### src/rtl/snake_control.sv
// Snake game controller: segment shift register, direction/step logic, target and collision checks.
// Optional macro SNAKE_WRAP_EN makes the head wrap at grid edges instead of ending the game.
module snake_control #(
  parameter int unsigned MAX_LEN  = 32,
  parameter int unsigned INIT_LEN = 4
) (
  input  logic       CLK,
  input  logic       RESET,
  input  logic       MOVE_TICK,
  input  logic       GAME_RUN,
  input  logic [1:0] DIR_IN,
  input  logic [7:0] TARGET_ADDR_H,
  input  logic [6:0] TARGET_ADDR_V,
  input  logic [7:0] ADDR_H,
  input  logic [6:0] ADDR_V,
  output logic       IS_SNAKE,
  output logic       TARGET_REACHED,
  output logic [7:0] HEAD_H,
  output logic [6:0] HEAD_V,
  output logic [5:0] LENGTH,
  output logic       GAME_OVER
);

  localparam int unsigned HW    = 8;
  localparam int unsigned VW    = 7;
  localparam int unsigned LW    = 6;
  localparam int unsigned H_MAX = 159;
  localparam int unsigned V_MAX = 119;

`ifdef SNAKE_WRAP_EN
  localparam bit WRAP = 1'b1;
`else
  localparam bit WRAP = 1'b0;
`endif

  localparam logic [1:0] DIR_UP    = 2'b00;
  localparam logic [1:0] DIR_RIGHT = 2'b01;
  localparam logic [1:0] DIR_DOWN  = 2'b10;
  localparam logic [1:0] DIR_LEFT  = 2'b11;

  typedef enum logic [1:0] {
    S_IDLE,
    S_CHECK,
    S_OVER
  } state_t;

  state_t          r_state;
  state_t          w_state_nxt;

  logic [HW-1:0]   r_seg_h [MAX_LEN];
  logic [VW-1:0]   r_seg_v [MAX_LEN];
  logic [1:0]      r_dir;
  logic [LW-1:0]   r_len;
  logic            r_wall;
  logic            r_target_reached;
  logic            r_game_over;
  logic            r_is_snake;

  logic [1:0]      w_dir;
  logic [HW-1:0]   w_next_h;
  logic [VW-1:0]   w_next_v;
  logic            w_wall;
  logic            w_move;
  logic            w_self;
  logic            w_target;
  logic            w_query;
  logic            w_tr_nxt;
  logic            w_go_nxt;
  logic            w_grow;

  assign HEAD_H         = r_seg_h[0];
  assign HEAD_V         = r_seg_v[0];
  assign LENGTH         = r_len;
  assign IS_SNAKE       = r_is_snake;
  assign TARGET_REACHED = r_target_reached;
  assign GAME_OVER      = r_game_over;

  assign w_move = MOVE_TICK && GAME_RUN && !r_game_over && (r_state == S_IDLE);

  // Direction filter (reversal discarded) and next-head computation
  always_comb begin
    w_dir    = ((DIR_IN ^ 2'b10) == r_dir) ? r_dir : DIR_IN;
    w_next_h = r_seg_h[0];
    w_next_v = r_seg_v[0];
    w_wall   = 1'b0;
    case (w_dir)
      DIR_UP: begin
        if (r_seg_v[0] == VW'(0)) begin
          if (WRAP) w_next_v = VW'(V_MAX);
          else      w_wall   = 1'b1;
        end else begin
          w_next_v = r_seg_v[0] - VW'(1);
        end
      end
      DIR_DOWN: begin
        if (r_seg_v[0] == VW'(V_MAX)) begin
          if (WRAP) w_next_v = VW'(0);
          else      w_wall   = 1'b1;
        end else begin
          w_next_v = r_seg_v[0] + VW'(1);
        end
      end
      DIR_LEFT: begin
        if (r_seg_h[0] == HW'(0)) begin
          if (WRAP) w_next_h = HW'(H_MAX);
          else      w_wall   = 1'b1;
        end else begin
          w_next_h = r_seg_h[0] - HW'(1);
        end
      end
      default: begin
        if (r_seg_h[0] == HW'(H_MAX)) begin
          if (WRAP) w_next_h = HW'(0);
          else      w_wall   = 1'b1;
        end else begin
          w_next_h = r_seg_h[0] + HW'(1);
        end
      end
    endcase
  end

  // Body match against the head (live body only) and against the display query
  always_comb begin
    w_self   = 1'b0;
    w_query  = 1'b0;
    w_target = (r_seg_h[0] == TARGET_ADDR_H) && (r_seg_v[0] == TARGET_ADDR_V);
    for (int i = 0; i < MAX_LEN; i++) begin
      if (LW'(i) < r_len) begin
        if ((i != 0) && (r_seg_h[i] == r_seg_h[0]) && (r_seg_v[i] == r_seg_v[0]))
          w_self = 1'b1;
        if ((r_seg_h[i] == ADDR_H) && (r_seg_v[i] == ADDR_V))
          w_query = 1'b1;
      end
    end
  end

  always_ff @(posedge CLK) begin
    if (RESET) r_state <= S_IDLE;
    else       r_state <= w_state_nxt;
  end

  // Post-move check: wall/self collision wins over a target hit
  always_comb begin
    w_state_nxt = r_state;
    w_tr_nxt    = 1'b0;
    w_go_nxt    = r_game_over;
    w_grow      = 1'b0;
    case (r_state)
      S_IDLE: begin
        if (w_move) w_state_nxt = S_CHECK;
      end
      S_CHECK: begin
        if (r_wall || w_self) begin
          w_go_nxt    = 1'b1;
          w_state_nxt = S_OVER;
        end else begin
          w_state_nxt = S_IDLE;
          if (w_target) begin
            w_tr_nxt = 1'b1;
            w_grow   = 1'b1;
          end
        end
      end
      S_OVER: begin
        w_go_nxt = 1'b1;
      end
      default: w_state_nxt = S_IDLE;
    endcase
  end

  always_ff @(posedge CLK) begin
    if (RESET) begin
      for (int i = 0; i < MAX_LEN; i++) begin
        if (i < INIT_LEN) begin
          r_seg_h[i] <= HW'(20 - i);
          r_seg_v[i] <= VW'(60);
        end else begin
          r_seg_h[i] <= '0;
          r_seg_v[i] <= '0;
        end
      end
      r_dir            <= DIR_RIGHT;
      r_len            <= LW'(INIT_LEN);
      r_wall           <= 1'b0;
      r_target_reached <= 1'b0;
      r_game_over      <= 1'b0;
      r_is_snake       <= 1'b0;
    end else begin
      r_target_reached <= w_tr_nxt;
      r_game_over      <= w_go_nxt;
      r_is_snake       <= w_query;
      if (w_move) begin
        r_dir  <= w_dir;
        r_wall <= w_wall;
        if (!w_wall) begin
          for (int i = 1; i < MAX_LEN; i++) begin
            r_seg_h[i] <= r_seg_h[i-1];
            r_seg_v[i] <= r_seg_v[i-1];
          end
          r_seg_h[0] <= w_next_h;
          r_seg_v[0] <= w_next_v;
        end
      end
      if (w_grow && (r_len != LW'(MAX_LEN)))
        r_len <= r_len + LW'(1);
    end
  end

endmodule
### config.mk
export PLATFORM = sky130hd
export DESIGN_NAME = snake_control
export DESIGN_NICKNAME = d
export VERILOG_FILES = /design/src/rtl/snake_control.sv
export SDC_FILE = /design/constraint.sdc
export NUM_CORES = 1
export LEC_CHECK = 0
export CAP_MARGIN = 15
export CORE_MARGIN = 1
export CORE_UTILIZATION = 23
export DETAILED_ROUTE_END_ITERATION = 12
export DONT_BUFFER_PORTS = 1
export HOLD_SLACK_MARGIN = 0.15
export PLACE_DENSITY = 0.37
export SYNTH_ARGS = -nofsm -noshare
export SYNTH_HDL_FRONTEND = slang
export SYNTH_SLANG_ARGS = --single-unit
### constraint.sdc
create_clock -name CLK -period 13.22 [get_ports CLK]
set_clock_uncertainty 0.1 [all_clocks]
set_input_delay 1.983 -clock CLK [delete_from_list [all_inputs] [get_ports CLK]]
set_output_delay 1.983 -clock CLK [all_outputs]
set_load 0.005 [all_outputs]
Word-level counts from Yosys, hierarchy flattened --
Memory sizes are Yosys's and may differ from the RTL's. Cells that the tools add are included.
Cells by class: add/subtract/negate cells 5, multipliers 0, divide/modulo/power cells 0, $lt $le $gt $ge 32, equal/unequal tests 138, shift-type cells 0, muxes and demuxes 216, bitwise logic cells 66, reduce and logical (&&, ||, !) cells 78
Operators by type and width (number):
- 8-bit equality test | 64
- 7-bit equality test | 64
- 8-bit two-way mux | 34
- 7-bit two-way mux | 34
- 1-bit two-way mux | 140
- 5-bit by 6-bit < comparator with 1-bit output, first input constant | 16
- 1-bit logical AND | 68
- 1-bit bitwise OR | 64
- 4-bit by 6-bit < comparator with 1-bit output, first input constant | 8
- 3-bit by 6-bit < comparator with 1-bit output, first input constant | 4
- 8-bit one-hot mux with 2 select lines | 1
- 7-bit one-hot mux with 2 select lines | 1
- 1-bit by 6-bit < comparator with 1-bit output, first input constant | 2
- 2-bit by 6-bit < comparator with 1-bit output, first input constant | 2
- 8-bit by 1-bit adder with 8-bit output, second input constant | 1
- 8-bit equality test, second input constant | 1
- 8-bit logical NOT | 1
- 8-bit by 1-bit subtractor with 8-bit output, second input constant | 1
- 7-bit by 1-bit adder with 7-bit output, second input constant | 1
- 7-bit equality test, second input constant | 1
- 7-bit logical NOT | 1
- 7-bit by 1-bit subtractor with 7-bit output, second input constant | 1
- 6-bit by 1-bit adder with 6-bit output, second input constant | 1
- 2-bit equality test, second input constant | 3
- 15 further kinds | 21
Word-level totals: flip-flop bits (word level) 14, bits in latches 0, RAM bits 480, bits in read-only memories 0, word-level logic and storage cells 544, memories kept 2
Memories:
- r_seg_h | words 32, bits a word 8, read ports 32, clocked after memory_dff 0, wr ports 32, line 50 | logic [HW-1:0] r_seg_h [MAX_LEN];
- r_seg_v | words 32, bits a word 7, read ports 32, clocked after memory_dff 0, wr ports 32, line 51 | logic [VW-1:0] r_seg_v [MAX_LEN];

Depth between registers and ports, before layout --
depth in word-level cells 68, depth in mapped cells 13, depth with buffers taken out 13

Least setup slack after synthesis --
OpenSTA, ideal clock, no wires.
path kind input -> register, start in DIR_IN[0], end mem r_seg_h[10][0] (enable), data arrival time 9145 ps, data required time 12457 ps, slack 3312 ps, stages 9, path buffers 1, cell sequence xor2_1 > mux2i_1 > nor3_1 > a31oi_1 > nor3_1 > a21oi_1 > o21ai_1 > clkbuf_1 > nand2b_1
RTL lines:
- from (decl) | line 11 | input logic [1:0] DIR_IN,
- to (decl) | line 50

==> impl_metrics.ini <==
[die]
start_util = 0.232
core-area_um2 = 128000
rows = 131
die_area_um2 = 130000
pin_count = 60
fp.dieW_um = 361
die_h_um = 361

[route]
drt_iter0_markers = 1900
routed_wl_mm = 120
viasPerCell = 4.73
vias = 22200
drt_first_pass_iters = 5
antenna_left = 0
wl_per_cell_um = 25.6
drc_errors = 0

[logic_synthesis]
synth.distinct_cells = 49
ys_seq_elements = 494
synthTopCellsByCount = xor2_1 (522), xnor2_1 (452), nand2_1 (438), edfxtp_1 (270), and2_1 (237)
ys_warn_count = 0
synth_async_sr_flop_share = 0
synth_ff_type = edfxtp_1
syn_area_per_cell_um2 = 9.56
synth_cells = 3104
synthTopCellsByArea = edfxtp_1 (27%), xor2_1 (15%), dfxtp_1 (15%)
yosysMostFrequentCell = xor2_1
yosysSeqAreaShare = 0.424
synth_nets = 3155
synth_area_um2 = 29700
yosysTopAreaCell = edfxtp_1
synth_top_area_share = 0.273
synth_edf_count = 270

[sta]
tns_ns = 0
final_hold_viol_count = 0
slew_violations = 0
fmax_mhz = 177
setup_viol = 0
worst_slew_pin_slew_ns = 1.27
rsz0062_at_grt = no
min_period_ns = 5.64
slew_headroom = 0.146
whs_ns = 0.393
timing.final.crit_share = 0.427

[clock_tree]
post_cts_resize_count = 0
clockBufferDepth = 3
holdBufCountCts = 0
clk_pin_slew_worst_paths_ns = 0.06
cts_made_buffers = 60
clk_latency_ns = 0.66
cts_tree = done
cts.sinks = 494
clock-root-buffer = clkbuf_16
h-tree-depth = 2
post_cts_buffers = 0

[setup_path]
required_ns = 13.39
regToRegStartpoint = r_seg_v[0][2]
r2r_slack_ns = 7.64
startpoint_type = input pin
worstSetupPathType = input pin to flip-flop
critPathCapture = r_seg_h[16][1]
reg2reg_depth = 12
crit_path_end_kind = flip-flop
r2r-end = r_seg_v[7][18]
startpoint = DIR_IN[0]
arrival_ns = 5.81
path_max_fanout = 73

[placement]
place_congestion = 0.790
portBuffers = 0
dp_hpwl_mm = 72.9
postPlaceCellArea_um2 = 31000
dp_cells = 4570

[pwr]
pwr-share-comb = 0.103
seq_power_share = 0.455
vdd_drop_max_mv = 0.119
p_clk_frac = 0.441
p_per_area_nw_per_um2 = 117
p_int_mw = 2.84
switching_power_mw = 1.03
leakage_nw = 10.9
sw_frac_of_total = 0.265

[grt]
grt_pass1_wl_mm = 171
antenna_found_initial = 6
grt_max_degree = 246
grtUsageMet3 = 0.0285
met2_usage = 0.279
overflow = 0
grt_busiest_layer = met2
gr-usage-met1 = 0.261
grt_pass1_vias = 22100
track_usage = 0.180

[finish]
final_cells = 4683
drive_gt1_frac = 0.0474
syn2layout_area_growth_pct = 11.2
nFillCells = 13700
fin_area_um2 = 33000
layout.nets = 3022
utilization = 0.258

[worst_hold_path]
hold_path.class = flip-flop to flip-flop

[outcome]
status = completed

[run]
drv_cap = 0
per-stage QoR:
step | setup slack (ns) | power (mW)
2_1_floorplan | 3.31 | 2.12
3_3_place_gp | 6.92 | 2.20
3_5_place_dp | 6.89 | 2.20
4_1_cts | 7.58 | 3.92
5_1_grt | 7.19 | 4.01
6_report | 7.58 | 3.87
metal layers:
metal | part of all wire | vias up | routed length [um]
met2 | 0.44 | 545 | 53100
met1 | 0.49 | 11300 | 58400
met3 | 0.051 | 115 | 6140
li1 | - | 10200 | -
met5 | 0.00011 | - | 13
met4 | 0.017 | 2 | 2020
cells in the final DEF (no fill, tap or decap), types with 3 or more instances in the layout:
cell type and n:
clkinvlp_4 3, a41oi_1 3, clkbuf_16 61, ha_1 13, nor2_1 25, or2_2 3
or4_1 5, a31oi_1 4, inv_1 13, clkbuf_1 18, o21bai_1 7, o22ai_1 4
xor2_1 522, and2_1 237, or3_1 17, nand2_1 438, clkinv_1 8, a21o_1 7
nor4_2 4, a21oi_1 235, bufinv_16 6, nor2b_1 3, buf_4 41, nor3_1 7
nand2b_1 9, dfxtp_1 224, nor4_1 164, o21ai_0 8, nand4_1 134, clkinv_2 8
clkbuf_8 7, nand3_1 17, o31ai_1 3, and3_1 5, o2111ai_1 5, xnor2_1 452
o41ai_1 3, edfxtp_1 270
power by group through the flow:
stage	registers [mW]	clock network [mW]	logic, mW
floorplan	1.78	0	0.346
global placement	1.80	0	0.403
detailed placement	1.79	0	0.402
CTS	1.76	1.75	0.404
global route	1.77	1.80	0.439
finish	1.76	1.71	0.400
worst min-delay path by stage:
| stage | from | end | slack [ns] | cells after the start |
|---|---|---|---|---|
| finish | r_seg_h[31][7] | r_seg_h[31][7] | 0.39 | 2 |
| global route | r_seg_v[7][26] | r_seg_v[7][26] | 0.42 | 2 |
| CTS | r_seg_h[31][7] | r_seg_h[31][7] | 0.40 | 2 |
| detailed placement | r_seg_v[7][26] | r_seg_v[7][26] | 0.39 | 2 |
| global placement | r_seg_h[31][7] | r_seg_h[31][7] | 0.39 | 2 |
| floorplan | r_wall | r_wall | 0.34 | 2 |
kinds of logic (layout without fill, tap and decap cells):
logic type      Yosys count  count (layout)  share of synthesized area
compound gates          291             291                     0.0536
xor+xnor                974             974                      0.287
fa+ha+maj                15              15                    0.00683
buf+inv                 251             167                     0.0390
flops                   494             494                      0.424
mux                       2               2                   0.000675
other cells               0               1                          0
simple gates           1077            1077                      0.188
sequential cells by signal, indices dropped and copies added (netlist names):
signal	count
r_seg_h	256
r_wall	1
r_dir	2
IS_SNAKE	1
TARGET_REACHED	1
GAME_OVER	1
r_seg_v	224
LENGTH	6
r_state	2
cell type report:
class | count | area (um2) | share of cell area
diodes | 1 | 2.50 | 0.0000758
clock buffers | 86 | 1690 | 0.0512
clock inverters | 25 | 273 | 0.00827
inverters | 13 | 48.8 | 0.00148
multi-input cells | 2359 | 16000 | 0.484
flip-flops and latches | 494 | 12600 | 0.382
well taps | 1662 | 2080 | 0.0630
repair buffers | 43 | 333 | 0.0101
critical path, stage by stage:
cell	delay [ns]
xor2_1	0.16
mux2i_1	0.47
nor3_1	0.11
a31oi_1	0.15
nor3_1	0.08
a21oi_1	0.35
o21ai_4	0.09
nand2b_4	0.50
buf_4	0.87
buf_4	0.90
Power figures use the tool's default switching activity.
